<file path="config.mk">
export PLATFORM = sky130hd
export DESIGN_NAME = spi_slave_rx
export DESIGN_NICKNAME = d
export VERILOG_FILES = /design/src/rtl/spi_pkg.sv /design/src/rtl/spi_sync_edge.sv /design/src/rtl/spi_slave_rx.sv
export SDC_FILE = /design/constraint.sdc
export NUM_CORES = 1
export LEC_CHECK = 0
export CORE_MARGIN = 2
export CORE_UTILIZATION = 54
export CTS_CLUSTER_SIZE = 25
export DETAILED_ROUTE_END_ITERATION = 10
export PLACE_DENSITY = 0.74
export SLEW_MARGIN = 0
export SYNTH_ARGS = -nofsm -noshare
export SYNTH_HDL_FRONTEND = slang
export SYNTH_SLANG_ARGS = --single-unit
</file>
<file path="constraint.sdc">
create_clock -name clk -period 1.8 [get_ports clk]
set_input_delay 0.36 -clock clk [delete_from_list [all_inputs] [get_ports clk]]
set_output_delay 0.36 -clock clk [all_outputs]
set_load 0.1 [all_outputs]
</file>
<file path="src/rtl/spi_pkg.sv">
// Shared types and defaults for the SPI receive slice.
// No logic; pure declarations.
// Backpressure: n/a.
package spi_pkg;

    localparam int DEFAULT_DATA_W     = 12;
    localparam int DEFAULT_LEAD_EDGES = 1;

    typedef enum logic [1:0] {
        ST_IDLE,
        ST_LEAD,
        ST_SHIFT,
        ST_WAIT_CS
    } spi_state_t;

endpackage

</file>
<file path="src/rtl/spi_sync_edge.sv">
// Two-flop synchronizer followed by a registered rise/fall pulse detector.
// Latency: level 2 clk, edge pulses 3 clk after the pin transition.
// Backpressure: none; free-running sampler.
module spi_sync_edge #(
    parameter logic IDLE_VAL = 1'b0
) (
    input  logic clk,
    input  logic rst,
    input  logic din,
    output logic level,
    output logic rise,
    output logic fall
);

    logic s1;
    logic s2;
    logic prev;

    always_ff @(posedge clk) begin
        if (rst) begin
            s1   <= IDLE_VAL;
            s2   <= IDLE_VAL;
            prev <= IDLE_VAL;
            rise <= 1'b0;
            fall <= 1'b0;
        end else begin
            s1   <= din;
            s2   <= s1;
            prev <= s2;
            rise <= s2 & ~prev;
            fall <= ~s2 & prev;
        end
    end

    assign level = s2;

endmodule

</file>
<file path="src/rtl/spi_slave_rx.sv">
// SPI slave receiver: LSB-first frames into a 1-entry hold register.
// Latency: dout_valid rises 4 clk after the pin-level sclk fall carrying the last bit.
// Backpressure: dout_valid/dout_ready; a word completing while the hold register is full is dropped and overrun sticks.
module spi_slave_rx
    import spi_pkg::*;
#(
    parameter int DATA_W     = DEFAULT_DATA_W,
    parameter int LEAD_EDGES = DEFAULT_LEAD_EDGES
) (
    input  logic              clk,
    input  logic              rst,
    input  logic              sclk,
    input  logic              cs,
    input  logic              mosi,
    output logic [DATA_W-1:0] dout,
    output logic              dout_valid,
    input  logic              dout_ready,
    output logic              busy,
    output logic              frame_err,
    output logic              overrun
);

    localparam int CNT_W  = $clog2(DATA_W + 1);
    localparam int LEAD_W = (LEAD_EDGES > 0) ? $clog2(LEAD_EDGES + 1) : 1;
    localparam spi_state_t START_ST = (LEAD_EDGES == 0) ? ST_SHIFT : ST_LEAD;

    logic sclk_fall;
    logic cs_rise;
    logic cs_fall;
    logic mosi_s;
    logic sclk_lvl_unused;
    logic sclk_rise_unused;
    logic cs_lvl_unused;
    logic mosi_rise_unused;
    logic mosi_fall_unused;

    spi_sync_edge #(.IDLE_VAL(1'b0)) u_sync_sclk (
        .clk(clk), .rst(rst), .din(sclk),
        .level(sclk_lvl_unused), .rise(sclk_rise_unused), .fall(sclk_fall)
    );

    spi_sync_edge #(.IDLE_VAL(1'b1)) u_sync_cs (
        .clk(clk), .rst(rst), .din(cs),
        .level(cs_lvl_unused), .rise(cs_rise), .fall(cs_fall)
    );

    spi_sync_edge #(.IDLE_VAL(1'b0)) u_sync_mosi (
        .clk(clk), .rst(rst), .din(mosi),
        .level(mosi_s), .rise(mosi_rise_unused), .fall(mosi_fall_unused)
    );

    spi_state_t        state;
    spi_state_t        state_nxt;
    logic [CNT_W-1:0]  bit_cnt;
    logic [LEAD_W-1:0] lead_cnt;
    logic [LEAD_W-1:0] lead_cnt_inc;
    logic [DATA_W-1:0] shift;
    logic [DATA_W-1:0] word_nxt;
    logic              lead_last;
    logic              frame_start;
    logic              frame_abort;
    logic              word_done;

    assign lead_cnt_inc = lead_cnt + 1'b1;
    assign lead_last    = (lead_cnt_inc == LEAD_W'(LEAD_EDGES));
    // A cs fall in WAIT_CS means the rising edge was missed: restart cleanly.
    assign frame_start  = cs_fall && (state == ST_IDLE || state == ST_WAIT_CS);
    assign frame_abort  = cs_rise && (state == ST_LEAD || state == ST_SHIFT);
    assign word_done    = (state == ST_SHIFT) && sclk_fall && !cs_rise &&
                          (bit_cnt == CNT_W'(DATA_W - 1));

    always_comb begin
        word_nxt             = shift;
        word_nxt[DATA_W-1]   = mosi_s;
    end

    always_ff @(posedge clk) begin
        if (rst) begin
            state <= ST_IDLE;
        end else begin
            state <= state_nxt;
        end
    end

    always_comb begin
        state_nxt = state;
        case (state)
            ST_IDLE: begin
                if (cs_fall) state_nxt = START_ST;
            end
            ST_LEAD: begin
                if (cs_rise)                     state_nxt = ST_IDLE;
                else if (sclk_fall && lead_last) state_nxt = ST_SHIFT;
            end
            ST_SHIFT: begin
                if (cs_rise)        state_nxt = ST_IDLE;
                else if (word_done) state_nxt = ST_WAIT_CS;
            end
            ST_WAIT_CS: begin
                if (cs_fall)      state_nxt = START_ST;
                else if (cs_rise) state_nxt = ST_IDLE;
            end
            default: state_nxt = ST_IDLE;
        endcase
    end

    always_comb begin
        busy      = 1'b0;
        frame_err = 1'b0;
        if (!rst) begin
            busy      = (state != ST_IDLE);
            frame_err = frame_abort;
        end
    end

    always_ff @(posedge clk) begin
        if (rst) begin
            bit_cnt    <= '0;
            lead_cnt   <= '0;
            shift      <= '0;
            dout       <= '0;
            dout_valid <= 1'b0;
            overrun    <= 1'b0;
        end else begin
            if (frame_start || frame_abort) begin
                bit_cnt  <= '0;
                lead_cnt <= '0;
                shift    <= '0;
            end else if (state == ST_LEAD && sclk_fall) begin
                lead_cnt <= lead_cnt_inc;
            end else if (state == ST_SHIFT && sclk_fall) begin
                shift[bit_cnt] <= mosi_s;
                bit_cnt        <= bit_cnt + 1'b1;
            end

            // Completion wins over consumption so a same-clk handoff keeps dout_valid high.
            if (word_done) begin
                if (!dout_valid || dout_ready) begin
                    dout       <= word_nxt;
                    dout_valid <= 1'b1;
                end else begin
                    overrun <= 1'b1;
                end
            end else if (dout_valid && dout_ready) begin
                dout_valid <= 1'b0;
            end
        end
    end

endmodule

</file>
After elaboration in Yosys (flattened, before gate mapping)
Cells that the tools add are included.
{"block": "totals", "register_bits": 44, "latchBits": 0, "ramBits": 0, "rom_bits": 0, "inputBits": 6, "out_inout_bits": 16, "elab_cells": 79, "mem_count": 0}
{"block": "op_classes", "addsub": 2, "mul": 0, "div_mod_pow": 0, "magnitude_cmp": 2, "eq_ne": 9, "n_shift": 0, "n_mux": 16, "bitwise_logic": 8, "n_reduce_logical": 24}
{"op": "2-to-1 mux 2 bit", "count": 7}
{"op": "bitwise mux 12 bit", "count": 1}
{"op": "logical AND 1 bit", "count": 9}
{"op": "case mux 2 bit (4 select lines)", "count": 1}
{"op": "AND reduction 2 bit", "count": 4}
{"op": "2-to-1 mux 1 bit", "count": 6}
{"op": "!= test 3 x 2 -> 1 bit, second input constant", "count": 2}
{"op": "less-than comparator 4 x 5 -> 1 bit, second input constant", "count": 1}
{"op": "NOT 1 bit", "count": 5}
{"op": "adder 4 x 1 -> 4 bit, second input constant", "count": 1}
{"op": "demux 1 bit (select 4 bit)", "count": 1}
{"op": "equality test 2 bit, second input constant", "count": 2}
{"op": "equality test 4 bit, second input constant", "count": 1}
{"op": ">= comparator 4 x 1 -> 1 bit, second input constant", "count": 1}
{"op": "logical OR 1 bit", "count": 4}
{"op": "!= test 2 x 1 -> 1 bit, second input constant", "count": 2}
{"op": "AND reduction 4 bit", "count": 1}
{"op": "nonzero test 2 bit", "count": 2}
{"op": "AND 1 bit", "count": 3}
{"op": "!= test 3 x 1 -> 1 bit, second input constant", "count": 1}
{"op": "equality test 2 x 1 -> 1 bit, second input constant", "count": 1}
{"op": "zero test 1 bit", "count": 2}
{"op": "zero test 2 bit", "count": 1}
{"op": "OR reduction 2 bit", "count": 1}
{"op": "adder 1 bit, second input constant", "count": 1}

Longest topological paths before layout
{"block": "depth", "ltp_word": 7, "ltp_mapped": 7}

Modules after synthesis
Synthesis repeated with hierarchy kept, for this count alone.
{"block": "hier_totals", "hier_cells": 196, "hier_area_um2": 1886.8}
{"module": "spi_slave_rx", "instances": 1, "cells_each": 166, "area_each_um2": 1485.2, "seq_area_each_um2": 640.6}
{"module": "spi_sync_edge", "instances": 3, "cells_each": 10, "area_each_um2": 133.9, "seq_area_each_um2": 100.1}

Worst setup path before layout
Ideal clock, no wire load.
{"block": "synth_timing", "path_kind": "reg2out", "from": "register state[1]", "to": "output port frame_err", "t_arrival_ns": 2.023, "slack_ns": -0.583, "stages_incl_launch_ff": 5, "path_buffers": 0, "cell_sequence": "dfxtp_1 -> inv_1 -> ha_1 -> nand2_1 -> nor2_1"}
{"block": "synth_between", "elab_chain_cells": 4, "elab_cells_between_ends": 5, "classes_between": "eq/ne (2); mux (1); reduce/logical (2)"}
{"element": "start, declared", "line_no": "spi_slave_rx.sv:52", "source": "spi_state_t state;"}
{"element": "start signal, assigned", "line_no": "spi_slave_rx.sv:81", "source": "state <= state_nxt;"}
{"element": "equality test 2 x 1 -> 1 bit or equality test 2 bit (tied branches)", "line_no": "spi_slave_rx.sv:68", "source": "assign frame_abort = cs_rise && (state == ST_LEAD || state == ST_SHIFT);"}
{"element": "logical OR 1 bit (*)", "line_no": "spi_slave_rx.sv:68"}
{"element": "logical AND 1 bit (*)", "line_no": "spi_slave_rx.sv:68"}
{"element": "2-to-1 mux 1 bit (*)", "line_no": "spi_slave_rx.sv:110", "source": "if (!rst) begin"}
{"element": "end, declared", "line_no": "spi_slave_rx.sv:19", "source": "output logic frame_err,"}
Mark *: on every way between the ends. The rest lies on a longest branch, timed or not.

Final worst setup path
Ends and elaborated chain as after synthesis.

==> results.toml <==
[setup_path]
end_kind = "output port"
cp_num_buf_inv = 2
path_class = "flop to output port"
cpLargestDelayFamily = "flip-flops"
cp.arrival_ps = 1390
max_stage_delay_ps = 370
crit_path_top_delay_cell = "dfxtp_2"
cp_data_required_time_ps = 1440
path_max_fanout = 2
cp_cell_sequence = "inv_2 -> ha_4 -> nand2_4 -> nor2_4 -> buf_12"
start_kind = "flop"

[timing]
fin_setup_tns_ps = 0
finalHoldViolCount = 0
slew-limit-headroom_pct = 71.98
timing.final.crit_share_pct = 97.34
setup_viol = 0
fmaxAchievable_mhz = 570.8
rsz0062_at_grt = "true"
tightest_slew_ps = 419.7
slew_violations = 0
period_minus_slack_ps = 1752
hold_slack_ps = 407.9
skew_ps = 11.01

[pwr]
internal_power_mw = 1.286
switching_power_uw = 393.6
sequentialPowerShare_pct = 58.2
power.density_nw_per_um2 = 711.4
p_sw_share_pct = 23.44
power_mw = 1.680
p_clk_share_pct = 30.7
leakage_nw = 0.9226
pwr-share-comb_pct = 11.1
ir_drop_mv = 0.7216

[grt]
antenna_found_initial = 0
grt_pass1_wl_mm = 5.699
grt_max_degree = 17
grt_usage_pct = 20.78
grt_overflow = 0
grt_pass1_vias = 1315

[worst_hold_path]
min_path_type = "flop to flop"

[synthesis]
synth-main-ff-cell = "dfxtp_1"
synth-seq-cells = 43
synth_area_um2 = 1782
synth_area_per_cell_um2 = 9.377
synth-seq-area-share_pct = 48.31
synth_edf_count = 0
synthesis.nets = 205
ys_warn_count = 0
syn_inst = 190
async_flop_share_pct = 0
synthDistinctLibCells = 31

[cells_and_area]
final_area_um2 = 2361
num_antenna_cells = 0
fillers = 230
nets = 235
drive_above_1_share_pct = 22.17
multi_input_comb_area_um2 = 884.6
seqCellArea_um2 = 864.6
final_cells = 265
layout-area-overhead-vs-synth_pct = 32.51

[floorplanning]
die_w_um = 61.44
start_util_pct = 57.42
die-height_um = 61.44
row_count = 20
die_area_um2 = 3775
coreArea_um2 = 3103
top_level_ports = 22

[detailed_routing]
drt_pass1_iterations = 4
routedWlPerCell_um = 13.19
wl_mm = 3.496
remaining_drc_errors = 0
viasPerCell = 5.132
drt_iter0_markers = 86
ant_nets = 0
vias = 1360

[cts]
hold_buffers = 0
cts_tree = "done"
cts-buffers-inserted = 5
htreeDepth = 2
clockBufferDepth = 2
clk_latency_ps = 340
cts.clk_slew.worst_paths_ps = 120
cts.sinks = 43
cts_root_buf = "clkbuf_4"

[place]
port_buffers = 21
placed_cells = 251
dpl_cell_area_um2 = 2216
hpwl_mm = 2.416
place_congestion = 0.7986

[outcome]
status = "completed"

[job]
maxCapViolCount = 0
[final timing paths]
kind	startpoint	to	slack [ps]	depth (start not counted)
setup / recovery	state[1]	frame_err	50	5
hold / removal	u_sync_sclk.level	u_sync_sclk.fall	410	1
setup reg to reg	state[1]	shift[3]	80	7
hold reg to reg	u_sync_sclk.level	u_sync_sclk.fall	410	1
[registers in the layout (all words and copies together), names as in the netlist, 2 cells and up]
name / cells
shift: 11
state: 2
dout: 12
bit_cnt: 4
[power groups by stage]
stage,registers (mW),logic [mW],clock network [mW]
5_1_grt,0.979,0.199,0.570
6_report,0.977,0.187,0.516
3_3_place_gp,0.996,0.140,0
4_1_cts,0.977,0.177,0.533
2_1_floorplan,0.992,0.104,0
3_5_place_dp,0.999,0.144,0
[per-stage QoR]
| stage | setup WS (ps) | util, % |
|---|---|---|
| 2_1_floorplan | -137.9 | - |
| 3_3_place_gp | 183.3 | 71.41 |
| 3_5_place_dp | 87.95 | 71.41 |
| 4_1_cts | 8.171 | 75.40 |
| 5_1_grt | -0.2486 | 76.09 |
| 6_report | 47.95 | 76.09 |
[routing by layer]
metal  track usage (%)  vias up  part of all wire, %
li1                  -      687                    -
met1             27.69      639                   46
met2             32.83       28                   49
met3             5.882        6                  4.3
met4             6.687        0                  1.3
met5                 0        -                    0
[worst register-to-register path, delay by kind of cell (launching register included)]
family	cells	cell delay, ps
buffers and inverters	2	190
flip-flops	1	370
multiplexers	1	210
AND/OR/NAND/NOR	3	590
adder cells (fa/ha/maj)	1	260
[cell usage after synthesis, types with 3 or more instances]
cell type	instances	share of area, %
a21oi_1	11	3.1
clkbuf_1	4	0.84
dfxtp_1	43	48
ha_1	9	6.3
inv_1	8	1.7
mux2i_1	17	9.6
nand2_1	11	2.3
nand2b_1	3	1.1
nand3_1	3	0.84
nand4b_1	4	2.0
nor2_1	37	7.8
nor2b_1	7	2.5
o21ai_0	8	2.2
or2_2	3	1.1
xor2_1	3	1.5
[cell type report]
cell class / count / area share, %
Multi-Input combinational cell: 131 / 37.47
Sequential cell: 43 / 36.62
Timing Repair Buffer: 31 / 19.40
Clock buffer: 8 / 2.915
Tap cell: 44 / 2.332
Inverter: 8 / 1.272
[cell usage in the layout, fill, tap and decap left out, drive strengths merged, types with 2 or more instances in the layout]
| master | Yosys | routed |
|---|---|---|
| nor2 | 37 | 37 |
| clkbuf | 5 | 8 |
| xor2 | 3 | 3 |
| a21oi | 11 | 11 |
| buf | 3 | 26 |
| nand2 | 11 | 11 |
| dfxtp | 43 | 43 |
| or2 | 3 | 3 |
| clkdlybuf4s50 | 0 | 5 |
| nand2b | 3 | 3 |
| ha | 9 | 9 |
| nor2b | 7 | 7 |
| o21ai | 8 | 8 |
| nor3b | 2 | 2 |
| o211ai | 2 | 2 |
| nand3 | 3 | 3 |
| inv | 8 | 8 |
| nand4b | 5 | 5 |
| nor3 | 3 | 3 |
| mux2i | 17 | 17 |
[cell families (layout without fill, tap and decap cells)]
kind of cell    count (synthesis)  count (layout)  synth area share (%)
simple gates                   77              77                 22.40
flops                          43              43                 48.31
buf+inv                        16              47                 3.932
xor+xnor                        4               4                 1.967
mux                            17              17                 9.550
compound gates                 24              24                 7.514
fa+ha+maj                       9               9                 6.320
[repair_timing]
action	4_1_cts	5_1_grt
gates resized for setup	6	4
endpoints found under the setup margin	2	13
setup buffers	5	1
pin swaps	2	1
(Power assumes the default switching activity.)
